==> src/rtl/isa_dispatch_pkg.sv <==
// Shared constants for the instruction fetch/dispatch sequencer: opcodes, instruction
// field positions and the dispatch state encoding.
package isa_pkg;

  localparam int unsigned InstrW    = 32;
  localparam int unsigned OpcodeW   = 8;
  localparam int unsigned RegW      = 4;
  localparam int unsigned OpcodeLsb = 24;
  localparam int unsigned R0Lsb     = 20;
  localparam int unsigned R1Lsb     = 16;
  localparam int unsigned R2Lsb     = 12;

  localparam logic [OpcodeW-1:0] OP_NOP      = 8'h00;
  localparam logic [OpcodeW-1:0] OP_HALT     = 8'hFF;
  localparam logic [OpcodeW-1:0] OP_ALU_BASE = 8'h01;

  typedef enum logic [2:0] {
    StFetch,
    StWaitMem,
    StDecode,
    StExec,
    StRelease,
    StHalted,
    StTrap
  } state_e;

endpackage

==> src/rtl/isa_dispatch_if.sv <==
// Instruction-memory read port and per-unit execute handshake of the dispatch sequencer.
interface isa_dispatch_if #(
  parameter int unsigned PC_WIDTH  = 16,
  parameter int unsigned NUM_UNITS = 4
);
  logic [PC_WIDTH-1:0]  mem_addr;
  logic                 mem_re;
  logic [31:0]          mem_rdata;
  logic                 mem_ready;
  logic [NUM_UNITS-1:0] unit_en;
  logic [NUM_UNITS-1:0] unit_finished;

  modport master (
    output mem_addr, mem_re, unit_en,
    input  mem_rdata, mem_ready, unit_finished
  );

  modport slave (
    input  mem_addr, mem_re, unit_en,
    output mem_rdata, mem_ready, unit_finished
  );
endinterface

==> src/rtl/isa_dispatch_decode.sv <==
// Combinational opcode classifier: one-hot execute-unit select plus NOP/HALT/illegal flags.
module isa_decode
  import isa_pkg::*;
#(
  parameter int unsigned NUM_UNITS = 4
) (
  input  logic [OpcodeW-1:0]   opcode_i,
  output logic [NUM_UNITS-1:0] unit_sel_o,
  output logic                 is_nop_o,
  output logic                 is_halt_o,
  output logic                 is_illegal_o
);

  always_comb begin
    unit_sel_o = '0;
    for (int unsigned i = 0; i < NUM_UNITS; i++) begin
      if (opcode_i == OpcodeW'(OP_ALU_BASE + i)) unit_sel_o[i] = 1'b1;
    end
    is_nop_o     = (opcode_i == OP_NOP);
    is_halt_o    = (opcode_i == OP_HALT);
    is_illegal_o = !(is_nop_o || is_halt_o || (|unit_sel_o));
  end

endmodule

==> src/rtl/isa_dispatch.sv <==
// Fetch/dispatch sequencer: fetch, decode, enable one execute unit until it finishes, retire.
// Optional EXEC watchdog enabled by defining ISA_DISPATCH_TIMEOUT_EN.
module isa_dispatch
  import isa_pkg::*;
#(
  parameter int unsigned PC_WIDTH       = 16,
  parameter int unsigned NUM_UNITS      = 4,
  parameter int unsigned RESET_PC       = 0,
  parameter int unsigned TIMEOUT_CYCLES = 255
) (
  input  logic                clk,
  input  logic                rst,
  isa_dispatch_if.master      bus,
  output logic [RegW-1:0]     r0,
  output logic [RegW-1:0]     r1,
  output logic [RegW-1:0]     r2,
  output logic [PC_WIDTH-1:0] pc,
  output logic                retire,
  output logic                halted,
  output logic                trap
);

  state_e               state_q, state_d;
  logic [PC_WIDTH-1:0]  pc_q, pc_d;
  logic [InstrW-1:0]    ir_q, ir_d;
  logic [NUM_UNITS-1:0] unit_en_q, unit_en_d;
  logic                 mem_re_q, mem_re_d;
  logic                 retire_q, retire_d;
  logic                 halted_q, halted_d;
  logic                 trap_q, trap_d;

  logic [NUM_UNITS-1:0] unit_sel;
  logic                 is_nop, is_halt, is_illegal;
  logic                 unit_done;
  logic                 unused_ir;

  isa_decode #(
    .NUM_UNITS(NUM_UNITS)
  ) u_decode (
    .opcode_i    (ir_q[OpcodeLsb +: OpcodeW]),
    .unit_sel_o  (unit_sel),
    .is_nop_o    (is_nop),
    .is_halt_o   (is_halt),
    .is_illegal_o(is_illegal)
  );

  // Only the enabled unit's finished bit counts; the others are ignored.
  assign unit_done = |(unit_en_q & bus.unit_finished);
  assign unused_ir = ^ir_q[R2Lsb-1:0];

`ifdef ISA_DISPATCH_TIMEOUT_EN
  localparam int unsigned CntW =
      ($clog2(TIMEOUT_CYCLES + 1) > 8) ? $clog2(TIMEOUT_CYCLES + 1) : 8;
  logic [CntW-1:0] cnt_q, cnt_d;
  logic            tmo_hit;
  assign tmo_hit = (cnt_q == CntW'(TIMEOUT_CYCLES - 1));
`else
  logic unused_timeout;
  assign unused_timeout = ^TIMEOUT_CYCLES;
`endif

  always_comb begin
    state_d   = state_q;
    pc_d      = pc_q;
    ir_d      = ir_q;
    unit_en_d = unit_en_q;
    mem_re_d  = mem_re_q;
    retire_d  = 1'b0;
    halted_d  = halted_q;
    trap_d    = trap_q;
`ifdef ISA_DISPATCH_TIMEOUT_EN
    cnt_d     = cnt_q;
`endif
    case (state_q)
      StFetch: begin
        mem_re_d = 1'b1;
        state_d  = StWaitMem;
      end
      StWaitMem: begin
        if (bus.mem_ready) begin
          ir_d     = bus.mem_rdata;
          mem_re_d = 1'b0;
          state_d  = StDecode;
        end
      end
      StDecode: begin
        if (is_illegal) begin
          trap_d  = 1'b1;
          state_d = StTrap;
        end else if (is_halt) begin
          halted_d = 1'b1;
          state_d  = StHalted;
        end else if (is_nop) begin
          retire_d = 1'b1;
          state_d  = StRelease;
        end else begin
          unit_en_d = unit_sel;
          state_d   = StExec;
`ifdef ISA_DISPATCH_TIMEOUT_EN
          cnt_d     = '0;
`endif
        end
      end
      StExec: begin
        if (unit_done) begin
          unit_en_d = '0;
          retire_d  = 1'b1;
          state_d   = StRelease;
`ifdef ISA_DISPATCH_TIMEOUT_EN
        end else if (tmo_hit) begin
          unit_en_d = '0;
          trap_d    = 1'b1;
          state_d   = StTrap;
        end else begin
          cnt_d = cnt_q + CntW'(1);
`endif
        end
      end
      StRelease: begin
        pc_d    = pc_q + PC_WIDTH'(1);
        state_d = StFetch;
      end
      default: state_d = state_q;
    endcase
  end

  always_ff @(posedge clk) begin
    if (rst) begin
      state_q   <= StFetch;
      pc_q      <= PC_WIDTH'(RESET_PC);
      ir_q      <= '0;
      unit_en_q <= '0;
      mem_re_q  <= 1'b0;
      retire_q  <= 1'b0;
      halted_q  <= 1'b0;
      trap_q    <= 1'b0;
    end else begin
      state_q   <= state_d;
      pc_q      <= pc_d;
      ir_q      <= ir_d;
      unit_en_q <= unit_en_d;
      mem_re_q  <= mem_re_d;
      retire_q  <= retire_d;
      halted_q  <= halted_d;
      trap_q    <= trap_d;
    end
  end

`ifdef ISA_DISPATCH_TIMEOUT_EN
  always_ff @(posedge clk) begin
    if (rst) cnt_q <= '0;
    else     cnt_q <= cnt_d;
  end
`endif

  assign bus.mem_addr = pc_q;
  assign bus.mem_re   = mem_re_q;
  assign bus.unit_en  = unit_en_q;
  assign pc           = pc_q;
  assign r0           = ir_q[R0Lsb +: RegW];
  assign r1           = ir_q[R1Lsb +: RegW];
  assign r2           = ir_q[R2Lsb +: RegW];
  assign retire       = retire_q;
  assign halted       = halted_q;
  assign trap         = trap_q;

endmodule
==> src/flat_wrapper.sv <==
// flat-port wrapper written by rule: the top's interface ports become plain ports
module isa_dispatch_flat import isa_pkg::*;
#(
  parameter int unsigned PC_WIDTH       = 16,
  parameter int unsigned NUM_UNITS      = 4,
  parameter int unsigned RESET_PC       = 0,
  parameter int unsigned TIMEOUT_CYCLES = 255
)
  (clk, rst, r0, r1, r2, pc, retire, halted, trap, bus_mem_addr, bus_mem_re, bus_unit_en, bus_mem_rdata, bus_mem_ready, bus_unit_finished);
  isa_dispatch_if #(.PC_WIDTH(PC_WIDTH), .NUM_UNITS(NUM_UNITS)) bus_i ();
  input  logic clk;
  input  logic rst;
  output logic [RegW-1:0] r0;
  output logic [RegW-1:0] r1;
  output logic [RegW-1:0] r2;
  output logic [PC_WIDTH-1:0] pc;
  output logic retire;
  output logic halted;
  output logic trap;
  output wire logic [$bits(bus_i.mem_addr)-1:0] bus_mem_addr;
  output wire logic [$bits(bus_i.mem_re)-1:0] bus_mem_re;
  output wire logic [$bits(bus_i.unit_en)-1:0] bus_unit_en;
  input wire logic [$bits(bus_i.mem_rdata)-1:0] bus_mem_rdata;
  input wire logic [$bits(bus_i.mem_ready)-1:0] bus_mem_ready;
  input wire logic [$bits(bus_i.unit_finished)-1:0] bus_unit_finished;
  assign bus_mem_addr = bus_i.mem_addr;
  assign bus_mem_re = bus_i.mem_re;
  assign bus_unit_en = bus_i.unit_en;
  assign bus_i.mem_rdata = bus_mem_rdata;
  assign bus_i.mem_ready = bus_mem_ready;
  assign bus_i.unit_finished = bus_unit_finished;
  isa_dispatch #(.PC_WIDTH(PC_WIDTH), .NUM_UNITS(NUM_UNITS), .RESET_PC(RESET_PC), .TIMEOUT_CYCLES(TIMEOUT_CYCLES)) u_core (.clk(clk), .rst(rst), .bus(bus_i), .r0(r0), .r1(r1), .r2(r2), .pc(pc), .retire(retire), .halted(halted), .trap(trap));
endmodule
==> config.mk <==
export PLATFORM = sky130hd
export DESIGN_NAME = isa_dispatch_flat
export DESIGN_NICKNAME = d
export VERILOG_FILES = /design/src/rtl/isa_dispatch_pkg.sv /design/src/rtl/isa_dispatch_if.sv /design/src/rtl/isa_dispatch_decode.sv /design/src/rtl/isa_dispatch.sv /design/src/flat_wrapper.sv
export SDC_FILE = /design/constraint.sdc
export NUM_CORES = 1
export LEC_CHECK = 0
export CAP_MARGIN = 20
export CORE_MARGIN = 2
export CORE_UTILIZATION = 40
export CTS_BUF_LIST = sky130_fd_sc_hd__clkbuf_4 sky130_fd_sc_hd__clkbuf_8
export DETAILED_ROUTE_END_ITERATION = 8
export PLACE_DENSITY = 0.89
export SLEW_MARGIN = 20
export SYNTH_ARGS = -nofsm -noshare
export SYNTH_HDL_FRONTEND = slang
export SYNTH_HIERARCHICAL = 1
export SYNTH_SLANG_ARGS = --single-unit
==> constraint.sdc <==
create_clock -name clk -period 1.8 [get_ports clk]
set_clock_uncertainty 0.05 [all_clocks]
set_input_delay 0.18 -clock clk [delete_from_list [all_inputs] [get_ports clk]]
set_output_delay 0.18 -clock clk [all_outputs]
set_load 0.05 [all_outputs]
==> results.md <==
* Status: complete, but fails checks
* Failing checks: setup timing
* CP arrival at 2.10 ns
* Fmax at 0.522 GHz
* Design Power at 0.00254 W
* Crit path capture type: flip-flop
* Prevailing post-synth register cell: dfxtp_1
* CTS Buf Count at 5
* Post-synth EDFFs at 0
* Max Slew Vio Count at 0
* Commonest non-fill, non-tap cell in the layout: clkdlybuf4s50_1
* Largest family of logic cells by synthesized area: simple AND/OR/NAND/NOR gates
* Vias at 2064
* Req. time, crit path at 1.99 ns
* Syn nets at 309
* Largest net degree at the start of global routing at 23
* Syn. warnings at 6
* Pleak at 1.19 nW
* Mux contribution to synthesized area at 0%
* Net switching power at 0.000712 W
* Die ar. at 6080 sq um
* Setup WS post-layout at -0.116 ns
* Worst slew pin tran at 0.630 ns
* First-pass GRT wire length at 8420 um
* Initial antenna violation count at 0
* Startpoint Class: flip-flop
* Period utilisation layout at 106%
* Worst hold path type: input port to flip-flop
* Core area at 5200 sq um
* Clk pwr share at 30.9%
* Die Height at 77.9 um
* Port Buffers at 78
* Die width at 77.9 um
* Share of cells above drive strength 1 at 22.2%
* # diodes at 0
* Switching Share at 28.1%
* Post-Synth Adder-Cell Area at 0.572%
* Post-DP HPWL at 3660 um
* Total global-route track usage at 16.8%
* Post-synth ARST share at 0%
* Fill cells at 440
* Combinational share of power at 25.6%
* RSZ-0062 raised after global routing: yes
* Hold_buf cts at 0
* Vias in the first global route at 1991
* Cell count after synthesis at 269
* Nets at 381
* GR Overflow Total at 0
* Power Density at 782 nW/um^2
* Placed Area at 3010 sq um
* Commonest cells after routing, fill and taps aside: 65 x clkdlybuf4s50_1, 51 x nand2_1, 36 x buf_4
* Clock latency on the worst-skew pair at 0.29 ns
* Int Pwr at 0.00183 W
* Max-Cap Viols at 0
* Via/cell ratio at 5.01
* Root buf cell: clkbuf_8
* Compound-Gate Fraction of Synth Area at 14.0%
* Clock tree buffer depth at 2
* I/O pin cnt at 91
* Post-synthesis sequential area ratio at 43.0%
* VDD IR max at 0.678 mV
* WL final at 5070 um
* CTS clk-pin slew, worst paths at 0.08 ns
* Tmin final at 1.92 ns
* Pre-CTS setup slack at -0.177 ns
* H-tree depth at 2
* Relative slew slack at 57.9%
* WS Path Type: flip-flop to flip-flop
* Routed len/inst at 12.3 um
* Final antenna-violating net count at 0
* Initial Util at 42.0%
* Synth Area per Inst at 8.13 sq um
* Synthesized flop and latch total at 47
* Critical Path, Cell by Cell: or4_4 > nor3_4 > and2_4 > nor4_4 > or2_4 > o22ai_4 > a22o_1
* Slowest cell on crit path: or4_4
* Sequential share of power at 43.5%
* Post-Synth Simple-Gate Area at 26.1%
* Post-Synth XOR/XNOR Area at 3.60%
* Crit-path max FO at 4
* Final hold vios at 0
* Netlist cell types at 38
* CTS tree: built
* Sink Count at 47
* First-pass iteration count of the detailed router at 4
* Layout area overhead at 48.4%
* Final setup vio count at 8
* CP peak stage delay at 0.58 ns
* Drt first-iter violations at 98
* Row count at 26
* DRC Markers at 0
* Post-route cell area at 3250 sq um
* Post-synthesis cell area at 2190 sq um
* GP Congestion at 0.783
[through the flow]
| stage | hold slack (ns) | setup TNS, ns | instances | utilization, % |
|---|---|---|---|---|
| 2_1_floorplan | 0.266 | -0.544 | 269 | - |
| 3_3_place_gp | 0.391 | -0.444 | 402 | 57.8 |
| 3_5_place_dp | 0.396 | -0.997 | 402 | 57.8 |
| 4_1_cts | 0.368 | -0.639 | 411 | 61.3 |
| 5_1_grt | 0.385 | -1.07 | 412 | 62.4 |
| 6_report | 0.379 | -0.596 | 412 | 62.4 |
[critical path: cells and delay by family (launching register included)]
kind | cells | cell delay (ns)
simple gates | 5 | 1.20
compound gates | 2 | 0.29
flops | 1 | 0.33
[synth_stat cells, types with 2 or more instances]
cell type	number	area [sq um]
xnor2_1	6	52.6
o31ai_1	2	15.0
nand3_1	5	25.0
clkbuf_1	11	41.3
nor2_1	20	75.1
or3_1	5	31.3
a21oi_1	31	155
a22oi_1	3	22.5
nand2_1	51	191
buf_4	28	210
nand4_1	6	37.5
nor3_1	6	30.0
and3b_1	2	17.5
inv_1	4	15.0
o21ai_0	6	30.0
and3_1	2	12.5
nor4_1	4	25.0
a31oi_1	4	25.0
dfxtp_1	47	941
or4_4	3	33.8
xor2_1	3	26.3
a22o_1	4	35.0
[registers in the layout (all words and copies together) (netlist names)]
name,flops
u_core/bus.mem_addr,16
u_core/bus.unit_en,4
u_core/halted,1
u_core/ir_q,20
u_core/state_q,3
u_core/retire,1
u_core/bus.mem_re,1
u_core/trap,1
[path summary, 6_finish.rpt]
| kind | end | cells after the start | slack (ns) | startpoint |
|---|---|---|---|---|
| setup / recovery | u_core/bus.unit_en[0]$_SDFFE_PP0P_ | 7 | -0.12 | u_core/ir_q[29]$_SDFFE_PP0P_ |
| hold / removal | u_core/ir_q[19]$_SDFFE_PP0P_ | 3 | 0.38 | bus_mem_rdata[19] |
| setup reg to reg | u_core/bus.unit_en[0]$_SDFFE_PP0P_ | 7 | -0.12 | u_core/ir_q[29]$_SDFFE_PP0P_ |
| hold reg to reg | u_core/ir_q[20]$_SDFFE_PP0P_ | 2 | 0.41 | u_core/ir_q[20]$_SDFFE_PP0P_ |
[power by group through the flow]
stage | clock network, W | logic, W | registers, W
after CTS | 0.000797 | 0.000613 | 0.00110
after detailed placement | 0 | 0.000549 | 0.00113
after global routing | 0.000843 | 0.000700 | 0.00111
after global placement | 0 | 0.000536 | 0.00113
final | 0.000784 | 0.000650 | 0.00110
after floorplan | 0 | 0.000323 | 0.00115
[cells by family after synthesis]
group / after synthesis
AO/OA/AOI/OAI: 53
buffers and inverters: 44
AND/OR/NAND/NOR: 115
flip-flops: 47
adder cells (fa/ha/maj): 1
XOR/XNOR: 9
[what timing repair did]
item                       in CTS  in global routing
pin swaps                       6                  9
setup endpoints to repair      10                 12
gates cloned                    0                  0
setup buffers                   1                  1
gates resized for setup        12                 10
[layer usage]
| layer | global-route usage (%) | routed length (um) |
|---|---|---|
| met5 | 0 | 0 |
| met4 | 3.86 | 25 |
| met3 | 4.53 | 370 |
| met2 | 32.4 | 2610 |
| met1 | 17.9 | 2060 |
[layout make-up]
class / instances / area (sq um) / share of cell area, %
multi-input cells: 178 / 1090 / 33.5
clock buffers: 7 / 83.8 / 2.58
inverters: 4 / 15.0 / 0.463
flip-flops and latches: 47 / 973 / 30.0
well taps: 70 / 87.6 / 2.70
clock inverters: 1 / 30.0 / 0.925
repair buffers: 105 / 968 / 29.8
Power figures use the tool's default switching activity.
